===== src/rtl/hbm_bench_scheduler_if.sv =====
`default_nettype none
// +----------------------------------------------------------------------------+
// | hbm_bench_scheduler_if : run control and engine handshake bundle          |
// | Revision 1.0                                                               |
// +----------------------------------------------------------------------------+
interface hbm_bench_scheduler_if #(
  parameter int N_MEM_INTF = 32
);
  logic                  start_req;
  logic [N_MEM_INTF-1:0] channel_mask;
  logic                  par_mode;
  logic [31:0]           timeout_cycles;
  logic [N_MEM_INTF-1:0] engine_start;
  logic [N_MEM_INTF-1:0] engine_done;
  logic                  busy;
  logic                  run_done;
  logic                  timeout_err;
  logic [4:0]            cur_channel;
  logic [63:0]           run_cycles;

  modport master (
    output start_req, channel_mask, par_mode, timeout_cycles, engine_done,
    input  engine_start, busy, run_done, timeout_err, cur_channel, run_cycles
  );

  modport slave (
    input  start_req, channel_mask, par_mode, timeout_cycles, engine_done,
    output engine_start, busy, run_done, timeout_err, cur_channel, run_cycles
  );
endinterface
`default_nettype wire


===== src/rtl/hbm_bench_scheduler.sv =====
`default_nettype none
// +----------------------------------------------------------------------------+
// | hbm_bench_scheduler : launches HBM traffic engines one-by-one or together, |
// | with a per-wait watchdog and a saturating run-length counter.             |
// | Revision 1.0                                                               |
// +----------------------------------------------------------------------------+
module hbm_bench_scheduler #(
  parameter int N_MEM_INTF = 32
) (
  input  logic                 hbm_clk,
  input  logic                 hbm_rstn,
  hbm_bench_scheduler_if.slave sched
);

  typedef enum logic [2:0] {
    S_IDLE   = 3'd0,
    S_LAUNCH = 3'd1,
    S_WAIT   = 3'd2,
    S_NEXT   = 3'd3,
    S_FINISH = 3'd4
  } state_t;

  localparam logic [N_MEM_INTF-1:0] c_one = N_MEM_INTF'(1);

  state_t                r_state;
  logic                  r_start_q;
  logic                  r_armed;
  logic [N_MEM_INTF-1:0] r_mask;
  logic                  r_par;
  logic [31:0]           r_tmo;
  logic [N_MEM_INTF-1:0] r_pending;
  logic [31:0]           r_wdog;
  logic [N_MEM_INTF-1:0] r_engine_start;
  logic [4:0]            r_cur_channel;
  logic [63:0]           r_run_cycles;
  logic                  r_timeout_err;

  state_t                w_state_next;
  logic                  w_start_edge;
  logic                  w_set_err;
  logic [N_MEM_INTF-1:0] w_mask_rem;
  logic [N_MEM_INTF-1:0] w_launch_src;
  logic                  w_launch_par;
  logic [4:0]            w_launch_idx;
  logic [N_MEM_INTF-1:0] w_launch_vec;
  logic [N_MEM_INTF-1:0] w_done_shift;
  logic                  w_cur_done;
  logic [N_MEM_INTF-1:0] w_pend_next;
  logic [31:0]           w_wdog_inc;
  logic                  w_wdog_hit;
  logic                  w_counting;

  function automatic logic [4:0] lowest_set(input logic [N_MEM_INTF-1:0] v);
    logic [4:0] idx;
    idx = '0;
    for (int i = N_MEM_INTF - 1; i >= 0; i--) begin
      if (v[i]) idx = 5'(i);
    end
    return idx;
  endfunction

  // r_armed keeps a start_req held high across reset from being seen as an edge
  assign w_start_edge = (r_state == S_IDLE) && sched.start_req && !r_start_q && r_armed;
  assign w_mask_rem   = r_mask & ~(c_one << r_cur_channel);
  assign w_launch_src = (r_state == S_IDLE) ? sched.channel_mask : w_mask_rem;
  assign w_launch_par = (r_state == S_IDLE) ? sched.par_mode : r_par;
  assign w_launch_idx = lowest_set(w_launch_src);
  assign w_launch_vec = w_launch_par ? w_launch_src : (c_one << w_launch_idx);
  assign w_done_shift = sched.engine_done >> r_cur_channel;
  assign w_cur_done   = w_done_shift[0];
  assign w_pend_next  = r_pending & ~sched.engine_done;
  assign w_wdog_inc   = r_wdog + 32'd1;
  assign w_wdog_hit   = (r_tmo != 32'd0) && (w_wdog_inc == r_tmo);
  assign w_counting   = (r_state == S_LAUNCH) || (r_state == S_WAIT) || (r_state == S_NEXT);

  always_comb begin
    w_state_next = r_state;
    w_set_err    = 1'b0;
    case (r_state)
      S_IDLE: begin
        if (w_start_edge) begin
          w_state_next = (sched.channel_mask == '0) ? S_FINISH : S_LAUNCH;
        end
      end
      S_LAUNCH: w_state_next = S_WAIT;
      S_WAIT: begin
        // a completing done beats a watchdog expiry in the same cycle
        if (r_par && (w_pend_next == '0)) begin
          w_state_next = S_FINISH;
        end else if (!r_par && w_cur_done) begin
          w_state_next = S_NEXT;
        end else if (w_wdog_hit) begin
          w_state_next = S_FINISH;
          w_set_err    = 1'b1;
        end
      end
      S_NEXT:   w_state_next = (w_mask_rem == '0) ? S_FINISH : S_LAUNCH;
      S_FINISH: w_state_next = S_IDLE;
      default:  w_state_next = S_IDLE;
    endcase
  end

  always_ff @(posedge hbm_clk or negedge hbm_rstn) begin
    if (!hbm_rstn) begin
      r_state        <= S_IDLE;
      r_start_q      <= 1'b0;
      r_armed        <= 1'b0;
      r_mask         <= '0;
      r_par          <= 1'b0;
      r_tmo          <= '0;
      r_pending      <= '0;
      r_wdog         <= '0;
      r_engine_start <= '0;
      r_cur_channel  <= '0;
      r_run_cycles   <= '0;
      r_timeout_err  <= 1'b0;
    end else begin
      r_state        <= w_state_next;
      r_start_q      <= sched.start_req;
      r_engine_start <= (w_state_next == S_LAUNCH) ? w_launch_vec : '0;
      if (!sched.start_req) r_armed <= 1'b1;
      if ((w_state_next == S_LAUNCH) && !w_launch_par) r_cur_channel <= w_launch_idx;

      if (w_start_edge) begin
        r_mask        <= sched.channel_mask;
        r_par         <= sched.par_mode;
        r_tmo         <= sched.timeout_cycles;
        r_timeout_err <= 1'b0;
        r_run_cycles  <= '0;
      end else if (w_counting && (r_run_cycles != '1)) begin
        r_run_cycles  <= r_run_cycles + 64'd1;
      end

      if (r_state == S_NEXT) r_mask <= w_mask_rem;

      if (r_state == S_LAUNCH) begin
        r_wdog    <= '0;
        r_pending <= r_mask;
      end else if (r_state == S_WAIT) begin
        r_wdog    <= w_wdog_inc;
        r_pending <= w_pend_next;
      end

      if (w_set_err) r_timeout_err <= 1'b1;
    end
  end

  assign sched.engine_start = r_engine_start;
  assign sched.busy         = (r_state != S_IDLE);
  assign sched.run_done     = (r_state == S_FINISH);
  assign sched.timeout_err  = r_timeout_err;
  assign sched.cur_channel  = r_cur_channel;
  assign sched.run_cycles   = r_run_cycles;

endmodule
`default_nettype wire


===== src/flat_wrapper.sv =====
// flat-port wrapper written by rule: the top's interface ports become plain ports
module hbm_bench_scheduler_flat 
#(
  parameter int N_MEM_INTF = 32
)
  (hbm_clk, hbm_rstn, sched_start_req, sched_channel_mask, sched_par_mode, sched_timeout_cycles, sched_engine_done, sched_engine_start, sched_busy, sched_run_done, sched_timeout_err, sched_cur_channel, sched_run_cycles);
  hbm_bench_scheduler_if #(.N_MEM_INTF(N_MEM_INTF)) sched_i ();
  input  logic hbm_clk;
  input  logic hbm_rstn;
  input wire logic [$bits(sched_i.start_req)-1:0] sched_start_req;
  input wire logic [$bits(sched_i.channel_mask)-1:0] sched_channel_mask;
  input wire logic [$bits(sched_i.par_mode)-1:0] sched_par_mode;
  input wire logic [$bits(sched_i.timeout_cycles)-1:0] sched_timeout_cycles;
  input wire logic [$bits(sched_i.engine_done)-1:0] sched_engine_done;
  output wire logic [$bits(sched_i.engine_start)-1:0] sched_engine_start;
  output wire logic [$bits(sched_i.busy)-1:0] sched_busy;
  output wire logic [$bits(sched_i.run_done)-1:0] sched_run_done;
  output wire logic [$bits(sched_i.timeout_err)-1:0] sched_timeout_err;
  output wire logic [$bits(sched_i.cur_channel)-1:0] sched_cur_channel;
  output wire logic [$bits(sched_i.run_cycles)-1:0] sched_run_cycles;
  assign sched_i.start_req = sched_start_req;
  assign sched_i.channel_mask = sched_channel_mask;
  assign sched_i.par_mode = sched_par_mode;
  assign sched_i.timeout_cycles = sched_timeout_cycles;
  assign sched_i.engine_done = sched_engine_done;
  assign sched_engine_start = sched_i.engine_start;
  assign sched_busy = sched_i.busy;
  assign sched_run_done = sched_i.run_done;
  assign sched_timeout_err = sched_i.timeout_err;
  assign sched_cur_channel = sched_i.cur_channel;
  assign sched_run_cycles = sched_i.run_cycles;
  hbm_bench_scheduler #(.N_MEM_INTF(N_MEM_INTF)) u_core (.hbm_clk(hbm_clk), .hbm_rstn(hbm_rstn), .sched(sched_i));
endmodule

===== config.mk =====
export PLATFORM = sky130hd
export DESIGN_NAME = hbm_bench_scheduler_flat
export DESIGN_NICKNAME = d
export VERILOG_FILES = /design/src/rtl/hbm_bench_scheduler_if.sv /design/src/rtl/hbm_bench_scheduler.sv /design/src/flat_wrapper.sv
export SDC_FILE = /design/constraint.sdc
export NUM_CORES = 1
export LEC_CHECK = 0
export ABC_AREA = 1
export CAP_MARGIN = 5
export CORE_MARGIN = 4
export CORE_UTILIZATION = 59
export CTS_CLUSTER_SIZE = 14
export DETAILED_ROUTE_END_ITERATION = 8
export GPL_ROUTABILITY_DRIVEN = 1
export MAX_ROUTING_LAYER = met4
export PLACE_DENSITY = 0.91
export SLEW_MARGIN = 5
export SYNTH_ARGS = -nofsm -noshare
export SYNTH_HDL_FRONTEND = slang
export SYNTH_SLANG_ARGS = --single-unit

===== constraint.sdc =====
create_clock -name hbm_clk -period 4.6 [get_ports hbm_clk]
set_input_delay 0.92 -clock hbm_clk [delete_from_list [all_inputs] [get_ports hbm_clk]]
set_output_delay 0.92 -clock hbm_clk [all_outputs]
set_load 0.02 [all_outputs]

* Yosys cells after proc, flatten, opt, wreduce, memory -nomap -nowiden
Cells that the tools add are included.
** Storage, ports and cells
- Bits in registers :: 236
- Bits in latches :: 0
- RAM bits :: 0
- Memory bits (read-only) :: 0
- Input bits :: 100
- Output and inout bits :: 104
- Memories :: 0
** Cells by class
- $add $sub $neg :: 2
- Multipliers :: 0
- Div/mod/pow operators :: 0
- Order comparisons :: 0
- Eq/ne operators :: 7
- Shift operators :: 3
- Mux-type cells :: 57
- Bitwise gates (word level) :: 4
- Reduce and logical (&&, ||, !) cells :: 23
** Operators with widths (number)
- $mux 32 :: 9
- $mux 5 :: 32
- $mux 64 :: 2
- $logic_not 32->1 :: 3
- $add 64x1->64 const B :: 1
- $and 32x32->32 :: 2
- $ne 64x64->1 const B :: 1
- $not 32->32 :: 2
- $shl 1x5->32 const A :: 2
- $add 32x1->32 const B :: 1
- $eq 32x32->1 :: 1
- $reduce_bool 32->1 :: 1
- $shr 32x5->1 :: 1
- $mux 3 :: 6
- $pmux 3 s4 :: 1
- $logic_and 1x1->1 :: 8
- $reduce_bool 2->1 :: 4
- $mux 1 :: 7
- $eq 3x1->1 const B :: 2
- $eq 3x2->1 const B :: 2
- $eq 3x3->1 const B :: 1
- $logic_not 1->1 :: 3
- $logic_not 3->1 :: 1
- $reduce_bool 3->1 :: 1
- $logic_or 1x1->1 :: 2

* Longest topological paths before layout
- Depth in word-level cells :: 39
- Depth in mapped cells :: 40
- Gate-level depth less buffers :: 40

* Worst setup path before layout
No wires, ideal clock.
- Path type :: in2reg
- Start :: input port sched_channel_mask[26]
- End :: register u_core.r_engine_start[17], in the netlist u_core.sched.engine_start[17]
- Arrival :: 2.955 ns
- Data required time :: 4.479 ns
- Path slack :: 1.524 ns
- Stages :: 33
- Path through :: inv_1 > o21ai_0 > clkinv_1 > nand2_1 > nand2_1 > nand2_1 > nand2_1 > nand2_1 > nand2_1 > nand2_1 > nand2_1 > nand2_1 > nand2_1 > nand2_1 > nand2_1 > nand2_1 > nand2_1 > nand2_1 > nand2_1 > nand2_1 > nand2_1 > nand2_1 > nand2_1 > nand2_1 > nand2_1 > nand2_1 > nand2_2 > nand2_4 > nand2_4 > nand4_1 > nor2_1 > nor2_1 > nor2_1
** On the way
- Cells in the longest elaborated chain, start to end :: 31
** RTL lines
- from (decl) :: line flat_wrapper.sv:11 : input wire logic [$bits(sched_i.channel_mask)-1:0] sched_channel_mask;
- $mux 32 :: line hbm_bench_scheduler.sv:65 : assign w_launch_src = (r_state == S_IDLE) ? sched.channel_mask : w_mask_rem;
- $mux 5 (27 in a row) :: line hbm_bench_scheduler.sv:57 : if (v[i]) idx = 5'(i);
- $shl 1x5->32 :: line hbm_bench_scheduler.sv:68 : assign w_launch_vec = w_launch_par ? w_launch_src : (c_one << w_launch_idx);
- $mux 32 :: line hbm_bench_scheduler.sv:68
- $mux 32 * :: line hbm_bench_scheduler.sv:120 : r_engine_start <= (w_state_next == S_LAUNCH) ? w_launch_vec : '0;
- to (signal assigned) :: line hbm_bench_scheduler.sv:120
- to (decl) :: line hbm_bench_scheduler.sv:33 : logic [N_MEM_INTF-1:0] r_engine_start;
Every way passes the cells marked *; elsewhere a longest branch is shown, timed or not.
A chain may end at the register's enable or synchronous reset.

* Final worst setup path
- Start :: register u_core.r_state[2]
- End :: register u_core.r_run_cycles[59], in the netlist u_core.sched.run_cycles[59]
** On the way
- Cells in the longest elaborated chain, start to end :: 5
** RTL lines
- from (decl) :: line hbm_bench_scheduler.sv:25 : state_t r_state;
- from (signal assigned) :: line hbm_bench_scheduler.sv:118 : r_state <= w_state_next;
- $eq 3x1->1, or another cell as far along :: line hbm_bench_scheduler.sv:74 : assign w_counting = (r_state == S_LAUNCH) || (r_state == S_WAIT) || (r_state == S_NEXT);
- $logic_or 1x1->1 or $logic_and 1x1->1 (tied branches) (2 in a row) :: line hbm_bench_scheduler.sv:74, hbm_bench_scheduler.sv:63
- $logic_and 1x1->1 (on tied branches) :: line hbm_bench_scheduler.sv:130, hbm_bench_scheduler.sv:63
- $reduce_bool 2->1 (no source line) or $mux 64 (tied branches)
- to (signal assigned) :: line hbm_bench_scheduler.sv:131 : r_run_cycles <= r_run_cycles + 64'd1;
- to (decl) :: line hbm_bench_scheduler.sv:35 : logic [63:0] r_run_cycles;
Several ways; a longest one is shown, not always the timed one.

==> metrics.txt <==
Avg WL per Cell 18.9 microns; P&R area growth vs syn 23.2%; status complete, no violations; worst setup margin 0.691 ns; TritonCTS Buffers 27; initial core utilization 60.6%; largest net degree at the start of global routing 120; post-route insts no fill between 2000 and 2500; Core Region 0.0220 sq mm; CTS sink count between 200 and 250; final core utilization 74.6%; first-iteration detailed-routing DRC count 1590; HP Class input pin to asynchronous set/reset pin; Final Hold Vio Count 0; CP Cell Sequence nor3_2 > inv_2 > nand2_2 > inv_2 > nand2_2 > nand2_2 > nor2_1 > inv_1 > nor2_1 > inv_2 > nor2_2 > nand4_1 > nor4_1 > nand4_1 > nor2_1 > inv_2 > nor2_1 > nand2_1 > nor2_4 > inv_1 > nor4_1 > nor3_1; final clock skew around 0.023 ns; DR top layer met4; largest area contributor in the netlist dfrtp_1; Die X-Extent roughly 160 microns; ANT nets after route 0; Pre-antenna DRT Iters 8; Global Route Usage Sum 34.0%; FMAX 256 MHz; Synth top cells by count nand2_1 (327), inv_1 (245), dfrtp_1 (236); Worst Setup Start Kind flip-flop; worst endpoint required time 5.00 ns; Final GP Congestion 0.966; Final min period 3.91 ns; drt drc 0; post-synthesis sequential area ratio between 40 and 50%; Setup Crit Path Kind flip-flop to flip-flop; Worst-Skew Late Latency between 0.5 and 0.6 ns; slowest CP cell dfrtp_1; #FFs+latches synth 236; Vias per Instance a little over 6; FFs w/ async S/R, synth 100%; CTS tree yes; Worst VDD drop 0.000443 V; final worst path period share between 80% and 90%; Setup violations, final 0; CP Data Arrival Time 4.31 ns; count of cell types in the netlist 61; final wirelength about 42000 microns; Setup crit end kind flip-flop; leading post-synthesis cells by cell area dfrtp_1 (44%), nand2_1 (9.2%), o21ai_0 (7.4%); post-synth top area share about 44%; FILL cells 1646; Ys Warns 0; IO Pins 204; die area ~0.025 sq mm; Synth Instances about 1700; Power Density 560 mW/mm^2; Max-Cap Viols 0; synthesized area between 0.01 and 0.015 sq mm; total grt overflow 0; postcts setup bufs 0; ys flop type dfrtp_1; Row Count 54; EDFF count, synth 0; Least-Margin Pin Slew 0.930 ns; DR vias 13500; proportion of layout cells with a drive suffix above 1 7.63%; Post-Syn Area per Cell roughly 7.6 sq um; cell with the most instances after synthesis nand2_1; P_leak 0.00705 uW; H-tree depth 1; Port Buffer Count 203; DP Worst Slack 0.462 ns; CTS root buffer clkbuf_16; fin nets just over 2000; Worst slew margin 38.0%; power consumption between 9000 and 10000 uW; CTS clk-pin slew, worst paths 0.06 ns; CP Max Fanout 30; TNS Setup 0 ns; vias in the first global route 12900; Syn Nets 1850; clock tree buffer depth 3; max-slew violation count 0; first-pass GRT wire length between 60000 and 70000 microns; Die Ht 158 microns; # placed instances 2187; Hold-fix buffers, CTS 0; wire length on met3 3390 microns; initial antenna violation count 1; metal1 wirelength roughly 17000 microns; met2 wire len 19800 microns; Largest stage delay, worst path 0.41 ns; cts repair resizes 0; RSZ-0062 raised after global routing no; dpl hpwl 30200 microns
==> layout make-up <==
cell class	instances	area, sq um	share of cell area, %
inverter	269	1010	6.16
sequential	236	5910	35.9
tap	280	350	2.13
timing repair buffer	227	2220	13.5
clock buffer	41	778	4.74
antenna	1	2.50	0.0152
multi-input combinational	1175	6140	37.4
clock inverter	4	23.8	0.145
==> worst max-delay path, delay by kind of cell (launching register included) <==
| kind | cells | cell delay [ns] |
|---|---|---|
| buffers and inverters | 6 | 0.65 |
| flip-flops | 1 | 0.41 |
| AND/OR/NAND/NOR | 16 | 2.71 |
==> cells by family after synthesis <==
| logic type | Yosys count | synth area share [%] |
|---|---|---|
| compound gates | 427 | 18.4 |
| flops | 236 | 44.3 |
| fa+ha+maj | 2 | 0.188 |
| buf+inv | 337 | 9.78 |
| xor+xnor | 36 | 2.36 |
| simple gates | 710 | 25.0 |
==> metrics by stage <==
stage	area [sq um]	hold WS (ns)
5_1_grt	16400	0.496
2_1_floorplan	13300	0.414
4_1_cts	16400	0.491
3_3_place_gp	15600	0.435
3_5_place_dp	15600	0.477
6_report	16400	0.438
==> cell usage in the layout (no fill, tap or decap), drive strengths merged, types with 2 or more instances in the layout <==
| cell type | netlist | final |
|---|---|---|
| xor2 | 28 | 28 |
| buf | 14 | 25 |
| a2111oi | 2 | 2 |
| xnor2 | 8 | 8 |
| o221ai | 2 | 2 |
| o22ai | 52 | 52 |
| a31oi | 10 | 10 |
| nor3 | 51 | 51 |
| a211oi | 3 | 3 |
| nor4 | 42 | 42 |
| o21ai | 224 | 224 |
| a21oi | 78 | 78 |
| dfrtp | 236 | 236 |
| a22oi | 15 | 15 |
| o2111ai | 2 | 2 |
| clkbuf | 54 | 41 |
| clkdlybuf4s50 | 0 | 202 |
| nor2 | 142 | 142 |
| a221oi | 2 | 2 |
| nand4 | 58 | 58 |
| nand3 | 69 | 69 |
| o211ai | 20 | 20 |
| ha | 2 | 2 |
| a41oi | 2 | 2 |
| o21a | 3 | 3 |
| or2 | 5 | 5 |
| inv | 266 | 267 |
| o41ai | 6 | 6 |
| nand2 | 338 | 338 |
| clkinv | 3 | 6 |
==> final timing paths <==
path | start | end | slack, ns | cells after the start
worst max register to register | u_core.r_state[2]$_DFF_PN0_ | u_core.sched.run_cycles[59]$_DFFE_PN0P_ | 0.69 | 22
min in group hbm_clk | u_core.r_armed$_DFFE_PN0N_ | u_core.r_armed$_DFFE_PN0N_ | 0.48 | 2
worst max-delay path | u_core.r_state[2]$_DFF_PN0_ | u_core.sched.run_cycles[59]$_DFFE_PN0P_ | 0.69 | 22
worst min register to register | u_core.r_armed$_DFFE_PN0N_ | u_core.r_armed$_DFFE_PN0N_ | 0.48 | 2
worst min-delay path | hbm_rstn | u_core.sched.run_cycles[9]$_DFFE_PN0P_ | 0.44 | 1
max in group asynchronous | hbm_rstn | u_core.r_mask[7]$_DFFE_PN0P_ | 3.09 | 2
==> sequential cells by signal, summed over array words and instances (netlist names) <==
name,count
u_core.sched.engine_start,32
u_core.sched.cur_channel,5
u_core.r_par,1
u_core.r_state,3
u_core.r_tmo,32
u_core.r_start_q,1
u_core.r_mask,32
u_core.r_armed,1
u_core.r_pending,32
u_core.sched.timeout_err,1
u_core.r_wdog,32
u_core.sched.run_cycles,64
==> where the power goes <==
group | switching, uW | internal, uW
combinational | 2880 | 1350
sequential | 390 | 2580
clock | 848 | 1150
total | 4120 | 5080
==> layer usage <==
layer / global-route usage, % / up-vias
li1: - / 6279
met3: 6.47 / 150
met4: 13.0 / 0
met1: 44.8 / 6407
met5: - / -
met2: 52.8 / 686
Power figures use the tool's default switching activity.
